**src/rtl/seq_divider_16_pkg.sv**
```systemverilog
// Shared arithmetic definitions for the sequential divider: FSM encoding,
// default operand width and the divide-by-zero quotient.
package seq_divider_16_pkg;

  localparam int WIDTH_DEFAULT = 16;

  localparam logic [15:0] DIV0_QUOTIENT = 16'hFFFF;

  typedef enum logic [1:0] {
    IDLE = 2'd0,
    RUN  = 2'd1,
    DONE = 2'd2
  } state_t;

endpackage

```
**src/rtl/seq_divider_16_if.sv**
```systemverilog
// Start/done handshake and operand/result bus of the sequential divider.
interface seq_divider_16_if
  import seq_divider_16_pkg::*;
#(
  parameter int WIDTH = WIDTH_DEFAULT
);

  logic             start;
  logic [WIDTH-1:0] dividend;
  logic [WIDTH-1:0] divisor;
  logic             busy;
  logic             done;
  logic [WIDTH-1:0] quotient;
  logic [WIDTH-1:0] remainder;
  logic             div_by_zero;

  modport master (
    output start, dividend, divisor,
    input  busy, done, quotient, remainder, div_by_zero
  );

  modport slave (
    input  start, dividend, divisor,
    output busy, done, quotient, remainder, div_by_zero
  );

endinterface

```
**src/rtl/div_trial_sub_17.sv**
```systemverilog
// 17-bit trial subtraction a - m, computed as a + ~m + 1 with four 4-bit
// carry-lookahead blocks and a single top bit. borrow is the inverted carry-out.
module div_trial_sub_17 (
  input  logic [16:0] a,
  input  logic [16:0] m,
  output logic [16:0] diff,
  output logic        borrow
);

  // 4-bit CLA block: all internal carries from generate/propagate terms.
  function automatic logic [4:0] cla4(input logic [3:0] x, input logic [3:0] y,
                                      input logic cin);
    logic [3:0] g;
    logic [3:0] p;
    logic [4:0] c;
    g    = x & y;
    p    = x ^ y;
    c[0] = cin;
    c[1] = g[0] | (p[0] & cin);
    c[2] = g[1] | (p[1] & g[0]) | (p[1] & p[0] & cin);
    c[3] = g[2] | (p[2] & g[1]) | (p[2] & p[1] & g[0]) | (p[2] & p[1] & p[0] & cin);
    c[4] = g[3] | (p[3] & g[2]) | (p[3] & p[2] & g[1]) | (p[3] & p[2] & p[1] & g[0])
         | (p[3] & p[2] & p[1] & p[0] & cin);
    return {c[4], p ^ c[3:0]};
  endfunction

  logic [16:0] mb;
  logic [16:0] sum;
  logic        cout;

  assign mb = ~m;

  // Carry-in of 1 completes the two's complement; block carries chain upward.
  always_comb begin
    logic       carry;
    logic [4:0] blk;
    sum   = '0;
    carry = 1'b1;
    blk   = '0;
    for (int i = 0; i < 4; i++) begin
      blk          = cla4(a[4*i +: 4], mb[4*i +: 4], carry);
      sum[4*i +: 4] = blk[3:0];
      carry        = blk[4];
    end
    sum[16] = a[16] ^ mb[16] ^ carry;
    cout    = (a[16] & mb[16]) | ((a[16] ^ mb[16]) & carry);
  end

  assign diff   = sum;
  assign borrow = ~cout;

endmodule

```
**src/rtl/seq_divider_16.sv**
```systemverilog
// Multi-cycle unsigned restoring divider with a start/done handshake.
// One quotient bit per clock; divide-by-zero finishes in a single cycle.
module seq_divider_16
  import seq_divider_16_pkg::*;
#(
  parameter int WIDTH = WIDTH_DEFAULT,
  parameter int CNT_W = 5
) (
  input  logic           clk,
  input  logic           rst,
  seq_divider_16_if.slave bus
);

  state_t           state;
  logic [CNT_W-1:0] count;
  logic             busy_r;
  logic             done_r;
  logic [WIDTH-1:0] quot_r;
  logic [WIDTH-1:0] rem_r;
  logic             dbz_r;

  logic [WIDTH:0]   acc;
  logic [WIDTH-1:0] q;
  logic [WIDTH:0]   m;

  logic [WIDTH:0]   acc_sh;
  logic [WIDTH:0]   diff;
  logic             borrow;
  logic [WIDTH:0]   acc_nxt;
  logic [WIDTH-1:0] q_nxt;
  logic             accept;

  // A new request is only taken when no division is in flight.
  assign accept = bus.start && ((state == IDLE) || (state == DONE));

  assign acc_sh = {acc[WIDTH-1:0], q[WIDTH-1]};

  div_trial_sub_17 u_trial (
    .a      (acc_sh),
    .m      (m),
    .diff   (diff),
    .borrow (borrow)
  );

  // Restore on borrow: keep the shifted remainder and shift in a 0 bit.
  assign acc_nxt = borrow ? acc_sh : diff;
  assign q_nxt   = {q[WIDTH-2:0], ~borrow};

  // Working registers: loaded on accept, iterated in RUN, otherwise held.
  always_ff @(posedge clk) begin
    if (accept) begin
      acc <= '0;
      q   <= bus.dividend;
      m   <= {1'b0, bus.divisor};
    end else if (state == RUN) begin
      acc <= acc_nxt;
      q   <= q_nxt;
    end
  end

  // Control FSM with registered handshake and result outputs.
  always_ff @(posedge clk or posedge rst) begin
    if (rst) begin
      state  <= IDLE;
      count  <= '0;
      busy_r <= 1'b0;
      done_r <= 1'b0;
      quot_r <= '0;
      rem_r  <= '0;
      dbz_r  <= 1'b0;
    end else begin
      done_r <= 1'b0;
      case (state)
        IDLE, DONE: begin
          if (bus.start) begin
            if (bus.divisor == '0) begin
              state  <= DONE;
              done_r <= 1'b1;
              quot_r <= DIV0_QUOTIENT;
              rem_r  <= bus.dividend;
              dbz_r  <= 1'b1;
            end else begin
              state  <= RUN;
              busy_r <= 1'b1;
              count  <= '0;
            end
          end else begin
            state <= IDLE;
          end
        end
        RUN: begin
          count <= count + CNT_W'(1);
          if (count == CNT_W'(WIDTH - 1)) begin
            state  <= DONE;
            busy_r <= 1'b0;
            done_r <= 1'b1;
            quot_r <= q_nxt;
            rem_r  <= acc_nxt[WIDTH-1:0];
            dbz_r  <= 1'b0;
          end
        end
        default: state <= IDLE;
      endcase
    end
  end

  assign bus.busy        = busy_r;
  assign bus.done        = done_r;
  assign bus.quotient    = quot_r;
  assign bus.remainder   = rem_r;
  assign bus.div_by_zero = dbz_r;

endmodule

```
**src/flat_wrapper.sv**
```systemverilog
// flat-port wrapper written by rule: the top's interface ports become plain ports
module seq_divider_16_flat import seq_divider_16_pkg::*;
#(
  parameter int WIDTH = WIDTH_DEFAULT,
  parameter int CNT_W = 5
)
  (clk, rst, bus_start, bus_dividend, bus_divisor, bus_busy, bus_done, bus_quotient, bus_remainder, bus_div_by_zero);
  seq_divider_16_if #(.WIDTH(WIDTH)) bus_i ();
  input  logic clk;
  input  logic rst;
  input wire logic [$bits(bus_i.start)-1:0] bus_start;
  input wire logic [$bits(bus_i.dividend)-1:0] bus_dividend;
  input wire logic [$bits(bus_i.divisor)-1:0] bus_divisor;
  output wire logic [$bits(bus_i.busy)-1:0] bus_busy;
  output wire logic [$bits(bus_i.done)-1:0] bus_done;
  output wire logic [$bits(bus_i.quotient)-1:0] bus_quotient;
  output wire logic [$bits(bus_i.remainder)-1:0] bus_remainder;
  output wire logic [$bits(bus_i.div_by_zero)-1:0] bus_div_by_zero;
  assign bus_i.start = bus_start;
  assign bus_i.dividend = bus_dividend;
  assign bus_i.divisor = bus_divisor;
  assign bus_busy = bus_i.busy;
  assign bus_done = bus_i.done;
  assign bus_quotient = bus_i.quotient;
  assign bus_remainder = bus_i.remainder;
  assign bus_div_by_zero = bus_i.div_by_zero;
  seq_divider_16 #(.WIDTH(WIDTH), .CNT_W(CNT_W)) u_core (.clk(clk), .rst(rst), .bus(bus_i));
endmodule
```
**config.mk**
```make
export PLATFORM = sky130hd
export DESIGN_NAME = seq_divider_16_flat
export DESIGN_NICKNAME = d
export VERILOG_FILES = /design/src/rtl/seq_divider_16_pkg.sv /design/src/rtl/seq_divider_16_if.sv /design/src/rtl/div_trial_sub_17.sv /design/src/rtl/seq_divider_16.sv /design/src/flat_wrapper.sv
export SDC_FILE = /design/constraint.sdc
export NUM_CORES = 1
export LEC_CHECK = 0
export CORE_MARGIN = 2
export CORE_UTILIZATION = 23
export CTS_CLUSTER_DIAMETER = 80
export DETAILED_ROUTE_END_ITERATION = 16
export GPL_TIMING_DRIVEN = 0
export PLACE_DENSITY = 0.45
export SLEW_MARGIN = 20
export SYNTH_ARGS = -nofsm -noshare
export SYNTH_HDL_FRONTEND = slang
export SYNTH_SLANG_ARGS = --single-unit
```
**constraint.sdc**
```tcl
create_clock -name clk -period 3.75 [get_ports clk]
set_input_delay 0.75 -clock clk [delete_from_list [all_inputs] [get_ports clk]]
set_output_delay 0.75 -clock clk [all_outputs]
set_load 0.01 [all_outputs]
```
==> impl_results.md, run 1 <==
- Iter 0 DRT Violations: 138
- Critical Setup Path Class: reg2reg
- Slew @ Worst Pin: 0.8019 ns
- Vias in the first global route: 3,544
- Layout cells sized above 1: 0.06226
- Clock-pin slew on the worst setup and hold paths: 0.07 ns
- Root buffer selected by CTS: clkbuf_16
- Final setup TNS: 0 ns
- Most common cell after layout, fill and taps aside: nand2_1
- Ant diodes: 0
- F_max: 329.6 MHz
- Sequential cell area fraction in the yosys report: 0.5333
- CTS Hold Bufs: 0
- MaxCap Viol Count: 0
- Routed Antenna Nets: 0
- All-Layer GR Usage: 0.1259
- NumNets Final: 582
- Worst vdd ir: 0.2564 mV
- Die height: 141.9 microns
- Initial antenna violation count: 0
- Core Area: 18,710 sq um
- Synth-to-Final Area Change: 29.53%
- Power density over the cells: 898.5 nW/um^2
- GR Overflow Total: 0
- Post-CTS Resized: 0
- Post-DP HPWL: 9188 microns
- Post-synth ARST share: 0.4667
- Dpl ws: 0.4007 ns
- Drt first pass iters: 4
- Post-synth EDFFs: 32
- IO Port Bufs: 69
- Setup bufs post-CTS: 0
- Final worst slack: 0.7164 ns
- Ys flop type: dfrtp_1
- Syn Area/Cell: 9.849 sq um
- Chip Width: 141.9 microns
- CTS tree: yes
- First-pass GRT wire length: 19,300 microns
- Required time of the critical path: 3.96 ns
- Slew HR: 0.4634
- DRC Markers: 0
- Lkg Pwr: 2.394 nW
- RSZ-0062 raised after global routing: no
- Startpoint types: flop
- Largest net degree at the start of global routing: 33
- Minimum clock period: 3.034 ns
- Hold_ws: 0.4685 ns
- Starting Density: 0.2338
- Critical path fanouts, max: 4
- Worst-case clock buffer depth: 2
- Row cnt: 50
- Final setup viols: 0
- Routability Congestion: 0.7702
- Synth Warn #: 0
- Most frequent cells in the layout: nand2_1 (104), clkdlybuf4s50_1 (69), o21ai_0 (51), dfrtp_1 (42), edfxtp_1 (32)
- Syn Nets: 501
- R2R setup slack: 0.72 ns
- Routed WL per cell: 15.72 microns
- Final hold vios: 0
- Routed vias/inst: 4.514
- Mapped Area: 4373 sq um
- Later-pin clock latency in the skew report: 0.35 ns
- Slew Viols, Final: 0
- Critical path data arrival time: 3.25 ns
- Clock Sinks: 90
- Routed via count: 3,449
- CTS Buf Count: 9
- Number of synthesized register bits: 90
- Syn Inst Count: 444
- H-tree levels: 3
- CP endpoint kind: flop
- Hold Crit Class: reg2reg
- Full die area: 20,130 sq um
- Detailed Route WL: 12,010 microns
- Final Skew: 0.007979 ns
- Synth cell types: 52
- Period utilization: 0.8090
- Status: complete, no violations
- IO Count: 70
-- sequential cells by signal, summed over array words and instances (netlist names) --
signal                  flops
u_core.state                2
u_core.q                   16
u_core.bus.div_by_zero      1
u_core.acc                 16
u_core.bus.busy             1
u_core.bus.remainder       16
u_core.m                   16
u_core.count                5
u_core.bus.done             1
u_core.bus.quotient        16
-- area by class of cell --
| cell class | count | area [sq um] |
|---|---|---|
| multi-input combinational | 307 | 1849 |
| tap | 234 | 292.8 |
| inverter | 27 | 101.3 |
| clock inverter | 7 | 61.31 |
| timing repair buffer | 70 | 710.7 |
| sequential | 90 | 2332 |
| clock buffer | 9 | 225.2 |
| fill | 1936 | 13040 |
| buffer | 20 | 91.34 |
-- cells by family (layout without fill, tap and decap cells) --
logic type      count (synthesis)  after routing  synth area share
xor+xnor                       11             11           0.02203
flops                          90             90            0.5333
mux                            10             10           0.02375
simple gates                  153            153            0.1499
compound gates                111            111            0.1591
fa+ha+maj                      22             22           0.06810
buf+inv                        47            133           0.04378
-- layer usage --
layer,GRT usage,routed length (microns)
met5,0,0
met4,0.02947,68
met3,0.04185,763
met2,0.2011,5549
met1,0.1657,5630
-- worst max-delay path, cell delays in order (launching register included) --
cell	delay, ns
edfxtp_1	0.32
inv_1	0.05
ha_1	0.33
a21oi_1	0.09
o21ai_0	0.46
nor2_1	0.17
o21ai_0	0.32
a21oi_1	0.15
fa_1	0.45
xnor2_1	0.14
mux2i_1	0.29
o21ai_0	0.12
-- stage by stage --
stage                     cells  power, mW  utilization  cell area [sq um]
after floorplan             444      3.286            -               4373
after global placement      747      4.201       0.2864               5356
after detailed placement    748      4.249       0.2875               5378
after CTS                   764      5.149       0.3028               5664
after global routing        764      5.520       0.3028               5664
final                       764      5.089       0.3028               5664
-- cells in the mapped netlist (5+ instances only) --
master / count / area share
xnor2_1: 7 / 0.014
nor4_1: 5 / 0.0072
nor2_1: 16 / 0.014
dfrtp_1: 42 / 0.24
dfxtp_1: 16 / 0.073
mux2i_1: 7 / 0.016
nor3_1: 8 / 0.0092
o21a_1: 6 / 0.010
inv_1: 27 / 0.023
a22oi_1: 9 / 0.015
ha_1: 19 / 0.054
a32oi_1: 5 / 0.010
o21ai_0: 51 / 0.058
a21oi_1: 14 / 0.016
edfxtp_1: 32 / 0.22
clkbuf_1: 15 / 0.013
nand2_1: 104 / 0.089
-- final timing paths --
| check | endpoint | startpoint | depth (start not counted) |
|---|---|---|---|
| worst max-delay path | u_core.bus.remainder[13] | u_core.m[5] | 11 |
| worst min-delay path | u_core.bus.quotient[11] | u_core.bus.quotient[11] | 2 |
| worst max register to register | u_core.bus.remainder[13] | u_core.m[5] | 11 |
| worst min register to register | u_core.bus.quotient[11] | u_core.bus.quotient[11] | 2 |
| max in group asynchronous | u_core.bus.remainder[2] | rst | 3 |
| min in group asynchronous | u_core.count[2] | rst | 2 |
-- power breakdown --
group	total [mW]	leakage [nW]	internal (mW)	switching, mW
Clock	0.881	0.140	0.463	0.418
Combinational	2.45	1.30	1.05	1.39
Sequential	1.76	0.954	1.49	0.268
Note: power is estimated with default switching activity, not from simulation.
==> run 2, diff against run 1 <==
PLACE_DENSITY = 0.46   (was 0.45)
clock period = 2.44 ns   (was 3.75 ns; I/O delays follow)
==> run 2 against run 1 <==
Against the previous run:
- the run now ends with negative setup slack left
- register-to-register slack worse by 0.84 ns
- clock-buffer cell count up 2
- sequential share of layout area shrank 2.3 points
- core utilization increased by 1.8 points
- sequential cell count unchanged
- global-route usage is 0.27 points higher
- die area unchanged
- wire length up 3.0%
- cell area increased by 5.8%
- hold slack lost 0.023 ns
- worst setup slack worse by 0.84 ns
- first-iteration DRC count up 16%
- largest cell class unchanged
==> impl_results.md, run 2 (synthesis gave the netlist of run 1 again) <==
- Failing checks: negative setup slack
- Int Power: 5.200 mW (+73%)
- Clock-pin slew on the worst setup and hold paths: 0.07 ns (about the same)
- Final Skew: 0.01179 ns (+0.003810 ns)
- Later-pin clock latency in the skew report: 0.36 ns (about the same)
- Ant diodes: 0 (unchanged)
- Detailed Route WL: 12,370 microns (+3.0%)
- Hold Crit Class: in2async
- Dpl ws: -0.6021 ns (-1.003 ns)
- CTS Hold Bufs: 0 (unchanged)
- Critical path data arrival time: 2.85 ns (-0.40 ns)
- Core Area: 18,710 sq um (unchanged)
- DRC Markers: 0 (unchanged)
- Routed Antenna Nets: 0 (unchanged)
- CTS tree: yes
- Dpl cells: 748 (unchanged)
- NumNets Final: 596 (+2.4%)
- Final setup TNS: -0.7464 ns (-0.7464 ns)
- H-tree levels: 3 (unchanged)
- Hold_ws: 0.4454 ns (-0.02315 ns)
- Full die area: 20,130 sq um (unchanged)
- All-Layer GR Usage: 0.1286 (+0.002660)
- RSZ-0062 raised after global routing: yes
- Most common cell after layout, fill and taps aside: nand2_1
- Final worst slack: -0.1284 ns (-0.8448 ns)
- F_max: 389.3 MHz (+18%)
- Critical path buffer and inverter count: 0 (-1)
- Crit-path slowest cell: edfxtp_1
- Final core occ: 0.3203 (+0.01753)
- Clock power frac: 0.161 (-0.012)
- Required time of the critical path: 2.72 ns (-1.24 ns)
- Vias in the first global route: 3,700 (+4.4%)
- IO Count: 70 (unchanged)
- Row cnt: 50 (unchanged)
- Routed WL per cell: 15.90 microns (+1.1%)
- Layout cells sized above 1: 0.1526 (+0.09031)
- MaxCap Viol Count: 0 (unchanged)
- GR Overflow Total: 0 (unchanged)
- Switching share of power: 0.3954 (-0.01296)
- Worst vdd ir: 0.5085 mV (+98%)
- Slew HR: 0.6095 (+0.1461)
- Routability Congestion: 0.7605 (-1.3%)
- Slew Viols, Final: 0 (unchanged)
- Routed via count: 3,523 (+2.1%)
- Synth-to-Final Area Change: 37.02%
- Routed vias/inst: 4.528 (+0.31%)
- Clock Sinks: 90 (unchanged)
- Crit path top cell by count: o21ai_2
- Most frequent cells in the layout: nand2_1 (103), clkdlybuf4s50_1 (69), dfrtp_1 (42), o21ai_0 (39), edfxtp_1 (32)
- Starting Density: 0.2338 (unchanged)
- Fill cells: 1,932 (-0.21%)
- Largest net degree at the start of global routing: 26 (-21%)
- Startpoint types: flop
- Reg power frac: 0.315 (-0.031)
- Critical path fanouts, max: 4 (unchanged)
- Crit-path leading delay family: compound AO/OA/AOI/OAI gates
- Minimum clock period: 2.568 ns (-0.4652 ns)
- IO Port Bufs: 69 (unchanged)
- Period utilization: 1.053 (+0.2437)
- Placed inst area: 5396 sq um (+0.35%)
- Post-DP HPWL: 9299 microns (+1.2%)
- Sequential Area: 2332 sq um (unchanged)
- CP max stage delay: 0.48 ns (+0.02 ns)
- Final setup viols: 11 (+11)
- Root buffer selected by CTS: clkbuf_16
- Power density over the cells: 1435 nW/um^2 (+60%)
- Iter 0 DRT Violations: 160 (+16%)
- Logic pwr share: 0.523 (+0.042)
- Multi-input logic area: 2019 sq um (+9.2%)
- CTS Buf Count: 9 (unchanged)
- Critical Setup Path Class: reg2reg
- Total power: 8.601 mW (+69%)
- Initial antenna violation count: 0 (unchanged)
- Drt first pass iters: 4 (unchanged)
- Design Area, Final: 5992 sq um (+5.8%)
- Switch Pwr: 3.401 mW (+64%)
- Worst-case clock buffer depth: 2 (unchanged)
- Slew @ Worst Pin: 0.5858 ns (-0.2162 ns)
- CP endpoint kind: flop
- Status: finished, violations left
- Crit path cell chain: ha_4 -> o21a_1 -> o221a_4 -> nor2_4 -> o21ai_2 -> a21oi_2 -> fa_1 -> mux2_4 -> o21ai_2
- Final hold vios: 0 (unchanged)
- First-pass GRT wire length: 19,660 microns (+1.9%)
- Lkg Pwr: 2.510 nW (+4.9%)
- Non-Filler Instances: 778 (+1.8%)
- Chip Width: 141.9 microns (unchanged)
- Die height: 141.9 microns (unchanged)
## run 2: layer usage
layer,GRT usage,vias up,wire length (microns)
met5,0,-,0
met4,0.04263,0,165
met3,0.03746,13,669
met2,0.2090,83,5733
met1,0.1644,1679,5799
li1,-,1748,-
## run 2: final timing paths
check | from | endpoint | cells past startpoint | slack (ns)
setup / recovery | u_core.q[15] | u_core.acc[12] | 9 | -0.13
min in group clk | u_core.bus.quotient[14] | u_core.bus.quotient[14] | 2 | 0.47
setup reg to reg | u_core.q[15] | u_core.acc[12] | 9 | -0.13
hold reg to reg | u_core.bus.quotient[14] | u_core.bus.quotient[14] | 2 | 0.47
hold / removal | rst | u_core.bus.quotient[12] | 2 | 0.45
max in group asynchronous | rst | u_core.bus.div_by_zero | 3 | 1.51
## run 2: power groups by stage
stage / Combinational [mW] / Clock, mW / Sequential [mW]
floorplan: 2.38 / 0 / 2.72
global placement: 3.76 / 0 / 2.72
detailed placement: 3.83 / 0 / 2.74
CTS: 4.11 / 1.43 / 2.71
global route: 4.98 / 1.49 / 2.79
finish: 4.50 / 1.39 / 2.71
## run 2: final cells by class
| class | instances | area share |
|---|---|---|
| flip-flops and latches | 90 | 0.3892 |
| multi-input cells | 307 | 0.3370 |
| repair buffers | 84 | 0.1391 |
| well taps | 234 | 0.04886 |
| clock buffers | 11 | 0.03884 |
| plain buffers | 20 | 0.02005 |
| inverters | 27 | 0.01754 |
| clock inverters | 5 | 0.009397 |
## run 2: repair_timing
item | CTS | global route
buffers inserted | 9 | 4
setup endpoints to repair | 66 | 85
resized for setup | 21 | 36
gates cloned | 0 | 1
pin swaps | 6 | 7
## run 2: worst register-to-register path: stages, from the launching register on
cell and delay [ns]:
edfxtp_1 0.48, ha_4 0.26, o21a_1 0.20, o221a_4 0.33, nor2_4 0.13, o21ai_2 0.09
a21oi_2 0.16, fa_1 0.42, mux2_4 0.31, o21ai_2 0.12
==> run 3, diff against run 2 <==
PLACE_DENSITY = 0.45   (was 0.46)
TNS_END_PERCENT = 10   (was default)
clock period = 2.87 ns   (was 2.44 ns; I/O delays follow)
==> run 3 against run 2 <==
Against the previous run:
- total power is 22% lower
- hold slack better by 0.023 ns
- combinational power fell by 28%
- die area stayed put
- sequential cell count unchanged
- first-iteration DRC count down 7.5%
- core utilization decreased by 1.6 points
- register-to-register slack improved by 0.29 ns
- sequential share of layout area rose by 2.0 points
- cell area shrank 4.9%
- the run now ends clean
==> impl_results.md, run 3 (synthesis gave the netlist of run 1 again) <==
- Worst-case clock buffer depth: 2 (unchanged)
- Core Area: 18,710 sq um (unchanged)
- Most common cell after layout, fill and taps aside: nand2_1
- Drt first pass iters: 4 (unchanged)
- Clock power frac: 0.171 (+0.010)
- Worst vdd ir: 0.3368 mV (-34%)
- Post-DP HPWL: 9188 microns (-1.2%)
- Row cnt: 50 (unchanged)
- MaxCap Viol Count: 0 (unchanged)
- Crit path cell chain: clkdlybuf4s50_1 -> nand2_1 -> inv_1 -> clkbuf_1 -> nor2_1 -> inv_1
- NumNets Final: 582 (-2.3%)
- Clock Sinks: 90 (unchanged)
- Routed vias/inst: 4.491 (-0.83%)
- All-Layer GR Usage: 0.1262 (-0.002372)
- F_max: 367.5 MHz
- Slew HR: 0.5053 (-0.1042)
- Critical path fanouts, max: 17 (+13)
- Routed Antenna Nets: 0 (unchanged)
- Die height: 141.9 microns (unchanged)
- CP max stage delay: 0.60 ns (+0.12 ns)
- Dpl ws: -0.3033 ns (+0.2988 ns)
- Logic pwr share: 0.485 (-0.038)
- Final setup viols: 0 (-11)
- CTS Buf Count: 9 (unchanged)
- Later-pin clock latency in the skew report: 0.35 ns (about the same)
- Routed WL per cell: 15.83 microns (-0.40%)
- CTS Hold Bufs: 0 (unchanged)
- Int Power: 3.961 mW (-24%)
- Startpoint types: input pin
- Status: complete, no violations
- Iter 0 DRT Violations: 148 (-7.5%)
- Reg power frac: 0.344 (+0.029)
- IO Port Bufs: 69 (unchanged)
- Required time of the critical path: 2.86 ns (+0.14 ns)
- Lkg Pwr: 2.411 nW (-3.9%)
- Dpl cells: 748 (unchanged)
- Switch Pwr: 2.749 mW (-19%)
- Routability Congestion: 0.7702 (+1.3%)
- Initial antenna violation count: 0 (unchanged)
- Layout cells sized above 1: 0.07925 (-0.07333)
- IO Count: 70 (unchanged)
- Non-Filler Instances: 764 (-1.8%)
- Synth-to-Final Area Change: 30.30%
- Final Skew: 0.007257 ns (-0.004533 ns)
- Critical Setup Path Class: in2reg
- Root buffer selected by CTS: clkbuf_16
- CTS tree: yes
- Chip Width: 141.9 microns (unchanged)
- Period utilization: 0.9480
- Routed via count: 3,431 (-2.6%)
- Power density over the cells: 1178 nW/um^2 (-18%)
- Vias in the first global route: 3,551 (-4.0%)
- Final worst slack: 0.1493 ns (+0.2777 ns)
- RSZ-0062 raised after global routing: yes
- Crit-path slowest cell: inv_1
- Largest net degree at the start of global routing: 33 (+27%)
- Full die area: 20,130 sq um (unchanged)
- H-tree levels: 3 (unchanged)
- Crit path top cell by count: inv_1
- Critical path data arrival time: 2.71 ns (-0.14 ns)
- Most frequent cells in the layout: nand2_1 (104), clkdlybuf4s50_1 (69), o21ai_0 (48), dfrtp_1 (42), edfxtp_1 (32)
- DRC Markers: 0 (unchanged)
- Clock-pin slew on the worst setup and hold paths: 0.07 ns (about the same)
- Slew Viols, Final: 0 (unchanged)
- Detailed Route WL: 12,100 microns (-2.2%)
- Final hold vios: 0 (unchanged)
- GR Overflow Total: 0 (unchanged)
- Slew @ Worst Pin: 0.7412 ns (+0.1555 ns)
- Ant diodes: 0 (unchanged)
- First-pass GRT wire length: 19,370 microns (-1.5%)
- CP endpoint kind: flop
- Starting Density: 0.2338 (unchanged)
- Minimum clock period: 2.721 ns
- Hold Crit Class: reg2reg
- Hold_ws: 0.4686 ns (+0.02322 ns)
- Setup bufs post-CTS: 0 (-9)
- Switching share of power: 0.4096 (+0.01426)
[run 3: metal layers]
metal / track usage / wire (microns) / vias up / part of all wire
met3: 0.04185 / 784 / 4 / 0.065
li1: - / - / 1716 / -
met4: 0.02947 / 67 / 0 / 0.0055
met2: 0.2018 / 5613 / 83 / 0.46
met1: 0.1660 / 5632 / 1628 / 0.47
met5: 0 / 0 / - / 0
[run 3: critical path: cells and delay by family]
kind | cells | cell delay [ns]
buffers and inverters | 4 | 1.64
AND/OR/NAND/NOR | 2 | 0.48
[run 3: final timing paths]
check,from,end,slack [ns],depth (start not counted)
worst max-delay path,bus_start,u_core.q[1],0.15,6
worst min-delay path,u_core.bus.quotient[11],u_core.bus.quotient[11],0.47,2
worst max register to register,u_core.q[15],u_core.bus.remainder[12],0.16,9
worst min register to register,u_core.bus.quotient[11],u_core.bus.quotient[11],0.47,2
max in group asynchronous,rst,u_core.bus.remainder[2],1.93,3
min in group asynchronous,rst,u_core.count[2],0.49,2
[run 3: power by group through the flow]
stage | sequential (mW) | clock [mW] | combinational (mW)
floorplan | 2.31 | 0 | 1.98
global placement | 2.32 | 0 | 3.17
detailed placement | 2.34 | 0 | 3.21
CTS | 2.31 | 1.18 | 3.25
global route | 2.38 | 1.24 | 3.66
finish | 2.30 | 1.15 | 3.25
[run 3: area by class of cell]
class | instances | area, sq um
clock buffer | 9 | 225.2
inverter | 27 | 101.3
clock inverter | 7 | 61.31
tap | 234 | 292.8
timing repair buffer | 70 | 710.7
buffer | 20 | 95.09
fill | 1931 | 13010
multi-input combinational | 307 | 1879
sequential | 90 | 2332
[run 3: repair_timing]
action | 4_1_cts | 5_1_grt
resized for setup | 4 | 13
setup endpoints to repair | 4 | 46
pin swaps | 1 | 0
[run 3: per-stage QoR]
step	setup TNS, ns	utilization	total power [mW]	area (sq um)
2_1_floorplan	0	-	4.293	4373
3_3_place_gp	-23.72	0.2864	5.489	5356
3_5_place_dp	-12.23	0.2875	5.551	5378
4_1_cts	0	0.3031	6.741	5670
5_1_grt	-0.8382	0.3046	7.281	5698
6_report	0	0.3046	6.710	5698
